<file path="config.mk">
export PLATFORM = sky130hd
export DESIGN_NAME = reorder_buffer_flat
export DESIGN_NICKNAME = d
export VERILOG_FILES = /design/src/rtl/reorder_buffer_pkg.sv /design/src/rtl/reorder_buffer_if.sv /design/src/rtl/reorder_buffer_ptr_ctrl.sv /design/src/rtl/reorder_buffer.sv /design/src/flat_wrapper.sv
export SDC_FILE = /design/constraint.sdc
export NUM_CORES = 1
export LEC_CHECK = 0
export ABC_AREA = 0
export ABC_CLOCK_PERIOD_IN_PS = 5050
export CORE_MARGIN = 1
export CORE_UTILIZATION = 55
export DETAILED_ROUTE_END_ITERATION = 10
export PLACE_DENSITY = 0.76
export SETUP_SLACK_MARGIN = 0.2
export SYNTH_ARGS = -nofsm -noshare
export SYNTH_HDL_FRONTEND = slang
export SYNTH_HIERARCHICAL = 1
export SYNTH_SLANG_ARGS = --single-unit
</file>
<file path="constraint.sdc">
create_clock -name clk_i -period 5.05 [get_ports clk_i]
set_clock_uncertainty 0.2 [all_clocks]
set_input_delay 0.7575 -clock clk_i [delete_from_list [all_inputs] [get_ports clk_i]]
set_output_delay 0.7575 -clock clk_i [all_outputs]
set_load 0.05 [all_outputs]
</file>
<file path="src/rtl/reorder_buffer_pkg.sv">
// Shared core types for the reorder buffer: register-file sizes, buffer depth
// and the per-entry record held in the buffer.
package riscv_pkg;

    localparam int unsigned NUM_A_REGS  = 32;
    localparam int unsigned NUM_P_REGS  = 64;
    localparam int unsigned ROB_ENTRIES = 16;

    localparam int unsigned AR_W = $clog2(NUM_A_REGS);
    localparam int unsigned PR_W = $clog2(NUM_P_REGS);

    typedef struct packed {
        logic            valid;
        logic            done;
        logic            regwrite;
        logic [AR_W-1:0] rd;
        logic [PR_W-1:0] pdest;
        logic [PR_W-1:0] old_pdest;
    } rob_entry_t;

endpackage

</file>
<file path="src/rtl/reorder_buffer_if.sv">
// Rename/execute/retire-side signal bundle of the reorder buffer.
// Suffixes are from the buffer's point of view; master is the pipeline side.
interface reorder_buffer_if #(
    parameter int unsigned NUM_ENTRIES = riscv_pkg::ROB_ENTRIES,
    parameter int unsigned NUM_A_REGS  = riscv_pkg::NUM_A_REGS,
    parameter int unsigned NUM_P_REGS  = riscv_pkg::NUM_P_REGS
);

    localparam int unsigned TAG_W = $clog2(NUM_ENTRIES);
    localparam int unsigned AR_W  = $clog2(NUM_A_REGS);
    localparam int unsigned PR_W  = $clog2(NUM_P_REGS);

    logic             alloc0_valid_i;
    logic             alloc1_valid_i;
    logic             alloc0_regwrite_i;
    logic             alloc1_regwrite_i;
    logic [AR_W-1:0]  alloc0_rd_i;
    logic [AR_W-1:0]  alloc1_rd_i;
    logic [PR_W-1:0]  alloc0_pdest_i;
    logic [PR_W-1:0]  alloc1_pdest_i;
    logic [PR_W-1:0]  alloc0_old_pdest_i;
    logic [PR_W-1:0]  alloc1_old_pdest_i;
    logic [TAG_W-1:0] alloc0_tag_o;
    logic [TAG_W-1:0] alloc1_tag_o;
    logic             full_o;

    logic             cmpl0_valid_i;
    logic             cmpl1_valid_i;
    logic [TAG_W-1:0] cmpl0_tag_i;
    logic [TAG_W-1:0] cmpl1_tag_i;

    logic             commit0_valid_o;
    logic             commit1_valid_o;
    logic [AR_W-1:0]  commit0_rd_o;
    logic [AR_W-1:0]  commit1_rd_o;
    logic [PR_W-1:0]  commit0_pdest_o;
    logic [PR_W-1:0]  commit1_pdest_o;
    logic             free0_en_o;
    logic             free1_en_o;
    logic [PR_W-1:0]  free0_reg_o;
    logic [PR_W-1:0]  free1_reg_o;
    logic             empty_o;

    modport master (
        output alloc0_valid_i, alloc1_valid_i, alloc0_regwrite_i, alloc1_regwrite_i,
               alloc0_rd_i, alloc1_rd_i, alloc0_pdest_i, alloc1_pdest_i,
               alloc0_old_pdest_i, alloc1_old_pdest_i,
               cmpl0_valid_i, cmpl1_valid_i, cmpl0_tag_i, cmpl1_tag_i,
        input  alloc0_tag_o, alloc1_tag_o, full_o,
               commit0_valid_o, commit1_valid_o, commit0_rd_o, commit1_rd_o,
               commit0_pdest_o, commit1_pdest_o,
               free0_en_o, free1_en_o, free0_reg_o, free1_reg_o, empty_o
    );

    modport slave (
        input  alloc0_valid_i, alloc1_valid_i, alloc0_regwrite_i, alloc1_regwrite_i,
               alloc0_rd_i, alloc1_rd_i, alloc0_pdest_i, alloc1_pdest_i,
               alloc0_old_pdest_i, alloc1_old_pdest_i,
               cmpl0_valid_i, cmpl1_valid_i, cmpl0_tag_i, cmpl1_tag_i,
        output alloc0_tag_o, alloc1_tag_o, full_o,
               commit0_valid_o, commit1_valid_o, commit0_rd_o, commit1_rd_o,
               commit0_pdest_o, commit1_pdest_o,
               free0_en_o, free1_en_o, free0_reg_o, free1_reg_o, empty_o
    );

endinterface

</file>
<file path="src/rtl/reorder_buffer_ptr_ctrl.sv">
// Head/tail/occupancy bookkeeping for the reorder buffer; full and empty are
// registered from the next occupancy so they reflect the current count.
module rob_ptr_ctrl #(
    parameter int unsigned NUM_ENTRIES = 16,
    parameter int unsigned TAG_W       = $clog2(NUM_ENTRIES)
) (
    input  logic             clk,
    input  logic             rst_n,
    input  logic [1:0]       alloc_cnt,
    input  logic [1:0]       commit_cnt,
    output logic [TAG_W-1:0] head,
    output logic [TAG_W-1:0] tail,
    output logic             full,
    output logic             empty
);

    localparam int unsigned CNT_W = TAG_W + 1;

    logic [CNT_W-1:0] count;
    logic [CNT_W-1:0] count_next;

    assign count_next = count + CNT_W'(alloc_cnt) - CNT_W'(commit_cnt);

    // Pointers wrap naturally because the depth is a power of two.
    always_ff @(posedge clk or negedge rst_n) begin
        if (!rst_n) begin
            head  <= '0;
            tail  <= '0;
            count <= '0;
            full  <= 1'b0;
            empty <= 1'b1;
        end else begin
            head  <= head + TAG_W'(commit_cnt);
            tail  <= tail + TAG_W'(alloc_cnt);
            count <= count_next;
            full  <= count_next > CNT_W'(NUM_ENTRIES - 2);
            empty <= count_next == '0;
        end
    end

endmodule

</file>
<file path="src/rtl/reorder_buffer.sv">
// Two-wide in-order retirement buffer: entries allocated in program order,
// marked done by execute, retired up to two per cycle from the head.
module reorder_buffer
    import riscv_pkg::rob_entry_t;
#(
    parameter int unsigned NUM_ENTRIES = riscv_pkg::ROB_ENTRIES,
    parameter int unsigned NUM_A_REGS  = riscv_pkg::NUM_A_REGS,
    parameter int unsigned NUM_P_REGS  = riscv_pkg::NUM_P_REGS
) (
    input  logic            clk_i,
    input  logic            rst_n_i,
    reorder_buffer_if.slave rob
);

    localparam int unsigned TAG_W = $clog2(NUM_ENTRIES);
    localparam int unsigned AR_W  = $clog2(NUM_A_REGS);
    localparam int unsigned PR_W  = $clog2(NUM_P_REGS);

    rob_entry_t       entries_q [NUM_ENTRIES];
    rob_entry_t       entries_d [NUM_ENTRIES];
    rob_entry_t       head0;
    rob_entry_t       head1;
    logic [TAG_W-1:0] head;
    logic [TAG_W-1:0] head_p1;
    logic [TAG_W-1:0] tail;
    logic [TAG_W-1:0] tail_p1;
    logic             full;
    logic             empty;
    logic             acc0;
    logic             acc1;
    logic             retire0;
    logic             retire1;
    logic [1:0]       n_alloc;
    logic [1:0]       n_commit;

    rob_ptr_ctrl #(
        .NUM_ENTRIES (NUM_ENTRIES)
    ) u_ptr_ctrl (
        .clk        (clk_i),
        .rst_n      (rst_n_i),
        .alloc_cnt  (n_alloc),
        .commit_cnt (n_commit),
        .head       (head),
        .tail       (tail),
        .full       (full),
        .empty      (empty)
    );

    assign tail_p1 = tail + TAG_W'(1);
    assign head_p1 = head + TAG_W'(1);

    // Requests are packed: a lone slot-1 request takes the tail entry.
    assign rob.alloc0_tag_o = tail;
    assign rob.alloc1_tag_o = rob.alloc0_valid_i ? tail_p1 : tail;

    assign acc0    = rob.alloc0_valid_i & ~full;
    assign acc1    = rob.alloc1_valid_i & ~full;
    assign n_alloc = 2'(acc0) + 2'(acc1);

    assign head0    = entries_q[head];
    assign head1    = entries_q[head_p1];
    assign retire0  = head0.valid & head0.done;
    assign retire1  = retire0 & head1.valid & head1.done;
    assign n_commit = 2'(retire0) + 2'(retire1);

    // Completion before retire-clear so a late completion cannot revive a freed slot.
    always_comb begin
        entries_d = entries_q;
        if (rob.cmpl0_valid_i && entries_q[rob.cmpl0_tag_i].valid) begin
            entries_d[rob.cmpl0_tag_i].done = 1'b1;
        end
        if (rob.cmpl1_valid_i && entries_q[rob.cmpl1_tag_i].valid) begin
            entries_d[rob.cmpl1_tag_i].done = 1'b1;
        end
        if (retire0) begin
            entries_d[head].valid = 1'b0;
            entries_d[head].done  = 1'b0;
        end
        if (retire1) begin
            entries_d[head_p1].valid = 1'b0;
            entries_d[head_p1].done  = 1'b0;
        end
        if (acc0) begin
            entries_d[tail].valid     = 1'b1;
            entries_d[tail].done      = 1'b0;
            entries_d[tail].regwrite  = rob.alloc0_regwrite_i;
            entries_d[tail].rd        = rob.alloc0_rd_i;
            entries_d[tail].pdest     = rob.alloc0_pdest_i;
            entries_d[tail].old_pdest = rob.alloc0_old_pdest_i;
        end
        if (acc1) begin
            entries_d[rob.alloc1_tag_o].valid     = 1'b1;
            entries_d[rob.alloc1_tag_o].done      = 1'b0;
            entries_d[rob.alloc1_tag_o].regwrite  = rob.alloc1_regwrite_i;
            entries_d[rob.alloc1_tag_o].rd        = rob.alloc1_rd_i;
            entries_d[rob.alloc1_tag_o].pdest     = rob.alloc1_pdest_i;
            entries_d[rob.alloc1_tag_o].old_pdest = rob.alloc1_old_pdest_i;
        end
    end

    always_ff @(posedge clk_i or negedge rst_n_i) begin
        if (!rst_n_i) begin
            for (int i = 0; i < NUM_ENTRIES; i++) begin
                entries_q[i] <= '0;
            end
        end else begin
            entries_q <= entries_d;
        end
    end

    // Retire outputs are zeroed when not valid so stale payloads never leak.
    assign rob.commit0_valid_o = retire0;
    assign rob.commit1_valid_o = retire1;
    assign rob.commit0_rd_o    = retire0 ? AR_W'(head0.rd) : '0;
    assign rob.commit1_rd_o    = retire1 ? AR_W'(head1.rd) : '0;
    assign rob.commit0_pdest_o = retire0 ? PR_W'(head0.pdest) : '0;
    assign rob.commit1_pdest_o = retire1 ? PR_W'(head1.pdest) : '0;
    assign rob.free0_en_o      = retire0 & head0.regwrite;
    assign rob.free1_en_o      = retire1 & head1.regwrite;
    assign rob.free0_reg_o     = retire0 ? PR_W'(head0.old_pdest) : '0;
    assign rob.free1_reg_o     = retire1 ? PR_W'(head1.old_pdest) : '0;
    assign rob.full_o          = full;
    assign rob.empty_o         = empty;

endmodule

</file>
<file path="src/flat_wrapper.sv">
// flat-port wrapper written by rule: the top's interface ports become plain ports
module reorder_buffer_flat import riscv_pkg::rob_entry_t;
#(
    parameter int unsigned NUM_ENTRIES = riscv_pkg::ROB_ENTRIES,
    parameter int unsigned NUM_A_REGS  = riscv_pkg::NUM_A_REGS,
    parameter int unsigned NUM_P_REGS  = riscv_pkg::NUM_P_REGS
)
  (clk_i, rst_n_i, rob_alloc0_valid_i, rob_alloc1_valid_i, rob_alloc0_regwrite_i, rob_alloc1_regwrite_i, rob_alloc0_rd_i, rob_alloc1_rd_i, rob_alloc0_pdest_i, rob_alloc1_pdest_i, rob_alloc0_old_pdest_i, rob_alloc1_old_pdest_i, rob_cmpl0_valid_i, rob_cmpl1_valid_i, rob_cmpl0_tag_i, rob_cmpl1_tag_i, rob_alloc0_tag_o, rob_alloc1_tag_o, rob_full_o, rob_commit0_valid_o, rob_commit1_valid_o, rob_commit0_rd_o, rob_commit1_rd_o, rob_commit0_pdest_o, rob_commit1_pdest_o, rob_free0_en_o, rob_free1_en_o, rob_free0_reg_o, rob_free1_reg_o, rob_empty_o);
  reorder_buffer_if #(.NUM_ENTRIES(NUM_ENTRIES), .NUM_A_REGS(NUM_A_REGS), .NUM_P_REGS(NUM_P_REGS)) rob_i ();
  input  logic clk_i;
  input  logic rst_n_i;
  input wire logic [$bits(rob_i.alloc0_valid_i)-1:0] rob_alloc0_valid_i;
  input wire logic [$bits(rob_i.alloc1_valid_i)-1:0] rob_alloc1_valid_i;
  input wire logic [$bits(rob_i.alloc0_regwrite_i)-1:0] rob_alloc0_regwrite_i;
  input wire logic [$bits(rob_i.alloc1_regwrite_i)-1:0] rob_alloc1_regwrite_i;
  input wire logic [$bits(rob_i.alloc0_rd_i)-1:0] rob_alloc0_rd_i;
  input wire logic [$bits(rob_i.alloc1_rd_i)-1:0] rob_alloc1_rd_i;
  input wire logic [$bits(rob_i.alloc0_pdest_i)-1:0] rob_alloc0_pdest_i;
  input wire logic [$bits(rob_i.alloc1_pdest_i)-1:0] rob_alloc1_pdest_i;
  input wire logic [$bits(rob_i.alloc0_old_pdest_i)-1:0] rob_alloc0_old_pdest_i;
  input wire logic [$bits(rob_i.alloc1_old_pdest_i)-1:0] rob_alloc1_old_pdest_i;
  input wire logic [$bits(rob_i.cmpl0_valid_i)-1:0] rob_cmpl0_valid_i;
  input wire logic [$bits(rob_i.cmpl1_valid_i)-1:0] rob_cmpl1_valid_i;
  input wire logic [$bits(rob_i.cmpl0_tag_i)-1:0] rob_cmpl0_tag_i;
  input wire logic [$bits(rob_i.cmpl1_tag_i)-1:0] rob_cmpl1_tag_i;
  output wire logic [$bits(rob_i.alloc0_tag_o)-1:0] rob_alloc0_tag_o;
  output wire logic [$bits(rob_i.alloc1_tag_o)-1:0] rob_alloc1_tag_o;
  output wire logic [$bits(rob_i.full_o)-1:0] rob_full_o;
  output wire logic [$bits(rob_i.commit0_valid_o)-1:0] rob_commit0_valid_o;
  output wire logic [$bits(rob_i.commit1_valid_o)-1:0] rob_commit1_valid_o;
  output wire logic [$bits(rob_i.commit0_rd_o)-1:0] rob_commit0_rd_o;
  output wire logic [$bits(rob_i.commit1_rd_o)-1:0] rob_commit1_rd_o;
  output wire logic [$bits(rob_i.commit0_pdest_o)-1:0] rob_commit0_pdest_o;
  output wire logic [$bits(rob_i.commit1_pdest_o)-1:0] rob_commit1_pdest_o;
  output wire logic [$bits(rob_i.free0_en_o)-1:0] rob_free0_en_o;
  output wire logic [$bits(rob_i.free1_en_o)-1:0] rob_free1_en_o;
  output wire logic [$bits(rob_i.free0_reg_o)-1:0] rob_free0_reg_o;
  output wire logic [$bits(rob_i.free1_reg_o)-1:0] rob_free1_reg_o;
  output wire logic [$bits(rob_i.empty_o)-1:0] rob_empty_o;
  assign rob_i.alloc0_valid_i = rob_alloc0_valid_i;
  assign rob_i.alloc1_valid_i = rob_alloc1_valid_i;
  assign rob_i.alloc0_regwrite_i = rob_alloc0_regwrite_i;
  assign rob_i.alloc1_regwrite_i = rob_alloc1_regwrite_i;
  assign rob_i.alloc0_rd_i = rob_alloc0_rd_i;
  assign rob_i.alloc1_rd_i = rob_alloc1_rd_i;
  assign rob_i.alloc0_pdest_i = rob_alloc0_pdest_i;
  assign rob_i.alloc1_pdest_i = rob_alloc1_pdest_i;
  assign rob_i.alloc0_old_pdest_i = rob_alloc0_old_pdest_i;
  assign rob_i.alloc1_old_pdest_i = rob_alloc1_old_pdest_i;
  assign rob_i.cmpl0_valid_i = rob_cmpl0_valid_i;
  assign rob_i.cmpl1_valid_i = rob_cmpl1_valid_i;
  assign rob_i.cmpl0_tag_i = rob_cmpl0_tag_i;
  assign rob_i.cmpl1_tag_i = rob_cmpl1_tag_i;
  assign rob_alloc0_tag_o = rob_i.alloc0_tag_o;
  assign rob_alloc1_tag_o = rob_i.alloc1_tag_o;
  assign rob_full_o = rob_i.full_o;
  assign rob_commit0_valid_o = rob_i.commit0_valid_o;
  assign rob_commit1_valid_o = rob_i.commit1_valid_o;
  assign rob_commit0_rd_o = rob_i.commit0_rd_o;
  assign rob_commit1_rd_o = rob_i.commit1_rd_o;
  assign rob_commit0_pdest_o = rob_i.commit0_pdest_o;
  assign rob_commit1_pdest_o = rob_i.commit1_pdest_o;
  assign rob_free0_en_o = rob_i.free0_en_o;
  assign rob_free1_en_o = rob_i.free1_en_o;
  assign rob_free0_reg_o = rob_i.free0_reg_o;
  assign rob_free1_reg_o = rob_i.free1_reg_o;
  assign rob_empty_o = rob_i.empty_o;
  reorder_buffer #(.NUM_ENTRIES(NUM_ENTRIES), .NUM_A_REGS(NUM_A_REGS), .NUM_P_REGS(NUM_P_REGS)) u_core (.clk_i(clk_i), .rst_n_i(rst_n_i), .rob(rob_i));
endmodule
</file>
==> results of run 1 <==
==> timing repair <==
action                                  CTS  global route
endpoints found under the setup margin   14             6
cloned                                    0             0
gates resized for setup                   2             2
setup buffers                             0             5
==> flip-flops by register name (all words and copies together), names as in the netlist <==
| signal | flops |
|---|---|
| u_core/entries_q | 320 |
| u_core/u_ptr_ctrl/count | 5 |
| u_core/u_ptr_ctrl/head | 4 |
| u_core/u_ptr_ctrl/tail | 4 |
| u_core/u_ptr_ctrl/empty | 1 |
| u_core/u_ptr_ctrl/full | 1 |
==> cell usage in the layout, fill, tap and decap left out, types with 9 or more instances in the layout <==
master,netlist,layout
a21oi_1,207,203
and2_1,11,10
buf_12,0,25
buf_4,24,72
clkbuf_16,0,39
clkbuf_8,0,14
clkdlybuf4s50_1,0,58
dfrtp_1,334,332
diode_2,0,13
ha_1,21,19
inv_1,39,38
mux2i_1,294,294
mux4_2,169,169
nand2_1,256,256
nand3_1,16,15
nand4_1,9,9
nor2_1,39,35
nor2b_1,31,28
nor3_1,171,166
nor3_2,9,14
o211ai_1,9,9
o21ai_0,137,137
or2_2,10,10
xnor2_1,10,9
==> layout make-up <==
| type | instances | area share [%] |
|---|---|---|
| repair buffers | 158 | 6.61 |
| diodes | 13 | 0.130 |
| inverters | 40 | 0.598 |
| clock buffers | 61 | 4.77 |
| flip-flops and latches | 335 | 33.4 |
| multi-input cells | 1548 | 51.7 |
| clock inverters | 4 | 0.194 |
| well taps | 525 | 2.62 |
==> path summary, 6_finish.rpt <==
check | start | end | slack (ns) | cells past startpoint
min | rst_n_i | u_core/entries_q[241]$_DFF_PN0_ | 0.02 | 1
max reg2reg | u_core/u_ptr_ctrl/head[1]$_DFF_PN0_ | u_core/u_ptr_ctrl/empty$_DFF_PN1_ | 0.38 | 15
min reg2reg | u_core/entries_q[34]$_DFF_PN0_ | u_core/entries_q[34]$_DFF_PN0_ | 0.40 | 2
max in group asynchronous | rst_n_i | u_core/entries_q[233]$_DFF_PN0_ | 3.45 | 2
min in group clk_i | u_core/entries_q[34]$_DFF_PN0_ | u_core/entries_q[34]$_DFF_PN0_ | 0.40 | 2
max | u_core/u_ptr_ctrl/head[1]$_DFF_PN0_ | rob_commit1_rd_o[2] | 0.27 | 9
==> kinds of logic (layout without fill, tap and decap cells) <==
logic type      Yosys count  in the layout
xor+xnor                 14             14
simple gates            611            611
flops                   335            335
compound gates          432            432
fa+ha+maj                25             25
buf+inv                 275            263
mux                     466            466
other cells               0             13
==> power groups by stage <==
stage,clock (mW),combinational [mW],sequential [mW]
global route,2.95,12.6,5.38
CTS,2.85,11.6,5.19
global placement,0,11.3,5.10
detailed placement,0,11.5,5.22
finish,2.83,12.0,5.24
floorplan,0,8.55,4.78
==> stage by stage <==
step	hold slack (ns)	std cells	area (sq um)	setup WS (ns)
floorplan	0.262	2158	22400	0.262
global route	0.0875	2683	25100	0.208
global placement	0.360	2601	23800	0.380
detailed placement	0.381	2601	23800	0.324
finish	0.0164	2684	25100	0.270
CTS	0.0582	2666	25000	0.167
==> routing by layer <==
metal | track usage, % | vias up | wire length, microns | part of all wire, %
li1 | - | 7872 | - | -
met1 | 48.2 | 9381 | 27700 | 35
met2 | 56.6 | 1490 | 34800 | 44
met4 | 27.5 | 4 | 5780 | 7.4
met5 | 0 | - | 24 | 0.031
met3 | 10.9 | 375 | 10200 | 13
==> worst max-delay path, cell delays in order (launching register included) <==
cell     delay, ns
dfrtp_4       0.52
inv_1         0.15
ha_4          0.42
buf_6         0.60
mux4_2        0.58
nand2_1       0.13
a21oi_1       0.09
a21oi_1       0.37
nor3_1        0.16
buf_12        0.19
==> results.sh, run 1 <==
export IMPL_initial_utilization_pct=56.0
export IMPL_rows=73
export IMPL_syn_num_nets=2233
export IMPL_synth_commonest_cells="dfrtp_1, mux2i_1, nand2_1, a21oi_1, nor3_1"
export IMPL_yosysSeqAreaShare_pct=37.5
export IMPL_postCtsHoldBufs=0
export IMPL_muxShareOfSynthArea_pct=30.4
export IMPL_htree_levels=2
export IMPL_insertion_delay_ns=0.57
export IMPL_finalSetupViolCount=0
export IMPL_synth_seq_cells=335
export IMPL_netlist_top_cells_area="dfrtp_1, mux4_2, mux2i_1"
export IMPL_synthCells=2158
export IMPL_slew_viol_final=0
export IMPL_grt_max_degree=145
export IMPL_final_util_pct=62.9
export IMPL_synth_edf_count=0
export IMPL_crit_path_start_kind="flip-flop"
export IMPL_track_usage_pct=38.2
export IMPL_clockPowerShare_pct=14.1
export IMPL_pwr_share_seq_pct=26.1
export IMPL_netlist_area_sq_mm=0.0223
export IMPL_p_leak_nw=9.79
export IMPL_design_portCount=98
export IMPL_avgSynthCellArea_sq_um=10.4
export IMPL_grt_antenna_before_repair=15
export IMPL_wl_per_cell_microns=29.2
export IMPL_final_hold_violation_count=0
export IMPL_firstDrtPassIters=6
export IMPL_synth_xor_area_share_pct=0.549
export IMPL_hold_class="primary input to asynchronous set/reset pin"
export IMPL_dp_hpwl_microns=47600
export IMPL_die_h_microns=204
export IMPL_drcViolationCount=0
export IMPL_cts_root_buf="clkbuf_16"
export IMPL_crit_fanout=52
export IMPL_clock_fmax_mhz=209
export IMPL_drtIter0Drc=2677
export IMPL_required_ns=4.09
export IMPL_drive_gt1_share_pct=18.8
export IMPL_path_class="flip-flop to primary output"
export IMPL_drt_antenna_violating_nets=0
export IMPL_ir_drop_mv=0.659
export IMPL_cts_tree="done"
export IMPL_grt_pass1_vias=18927
export IMPL_clock_sinks=335
export IMPL_min_period_ns=4.78
export IMPL_yosys_area_top_type_share_pct=37.4
export IMPL_yosys_most_used_dff="dfrtp_1"
export IMPL_p_sw_mw=9.15
export IMPL_fin_nets=2197
export IMPL_totalWireLength_microns=78400
export IMPL_vias=19122
export IMPL_yosysMostFrequentCell="dfrtp_1"
export IMPL_finalCritPeriodShare_pct=94.7
export IMPL_synth_compound_area_share_pct=11.0
export IMPL_clk_pin_slew_ns=0.05
export IMPL_fin_tns_setup_ns=0
export IMPL_fill_cells=3078
export IMPL_synth_top_family_by_area="multiplexers"
export IMPL_numPortBuffers=97
export IMPL_die_area_sq_mm=0.0414
export IMPL_synthArstFlopShare_pct=100
export IMPL_slew_limit_headroom_pct=18.6
export IMPL_vias_per_cell=7.12
export IMPL_ys_types=74
export IMPL_intPower_mw=10.9
export IMPL_pwr_share_comb_pct=59.7
export IMPL_gp_congestion=0.986
export IMPL_tightest_slew_ns=1.22
export IMPL_rsz0062_at_grt="false"
export IMPL_yosysWarnings=6
export IMPL_cp_arrival_ns=3.82
export IMPL_outcome="finished clean"
export IMPL_yosysTopAreaCell="dfrtp_1"
export IMPL_cts_buffers=39
export IMPL_core_area_sq_mm=0.0399
export IMPL_area_growth_pct=12.4
export IMPL_p_total_mw=20.1
export IMPL_cap_viol_max_count=0
export IMPL_multi_input_area_sq_mm=0.0130
export IMPL_cts_buffer_depth=3
export IMPL_dieWidth_microns=204
export IMPL_overflow=0
export IMPL_powerDensity_mw_per_mm2=799
export IMPL_swShare_pct=45.6
export IMPL_grt_pass1_wl_microns=118000
export IMPL_endpoint_kind="primary output"
export IMPL_synthSimpleGateAreaFrac_pct=13.4
export IMPL_regArea_sq_mm=0.00839
export IMPL_synth_fa_ha_area_share_pct=1.53
Power figures use the tool's default switching activity.
==> inputs of run 2 (changes only) <==
- CORE_MARGIN: 1 -> unset
==> results of run 2 <==
No change in the layout: final DEF, timing and power equal those of run 1.
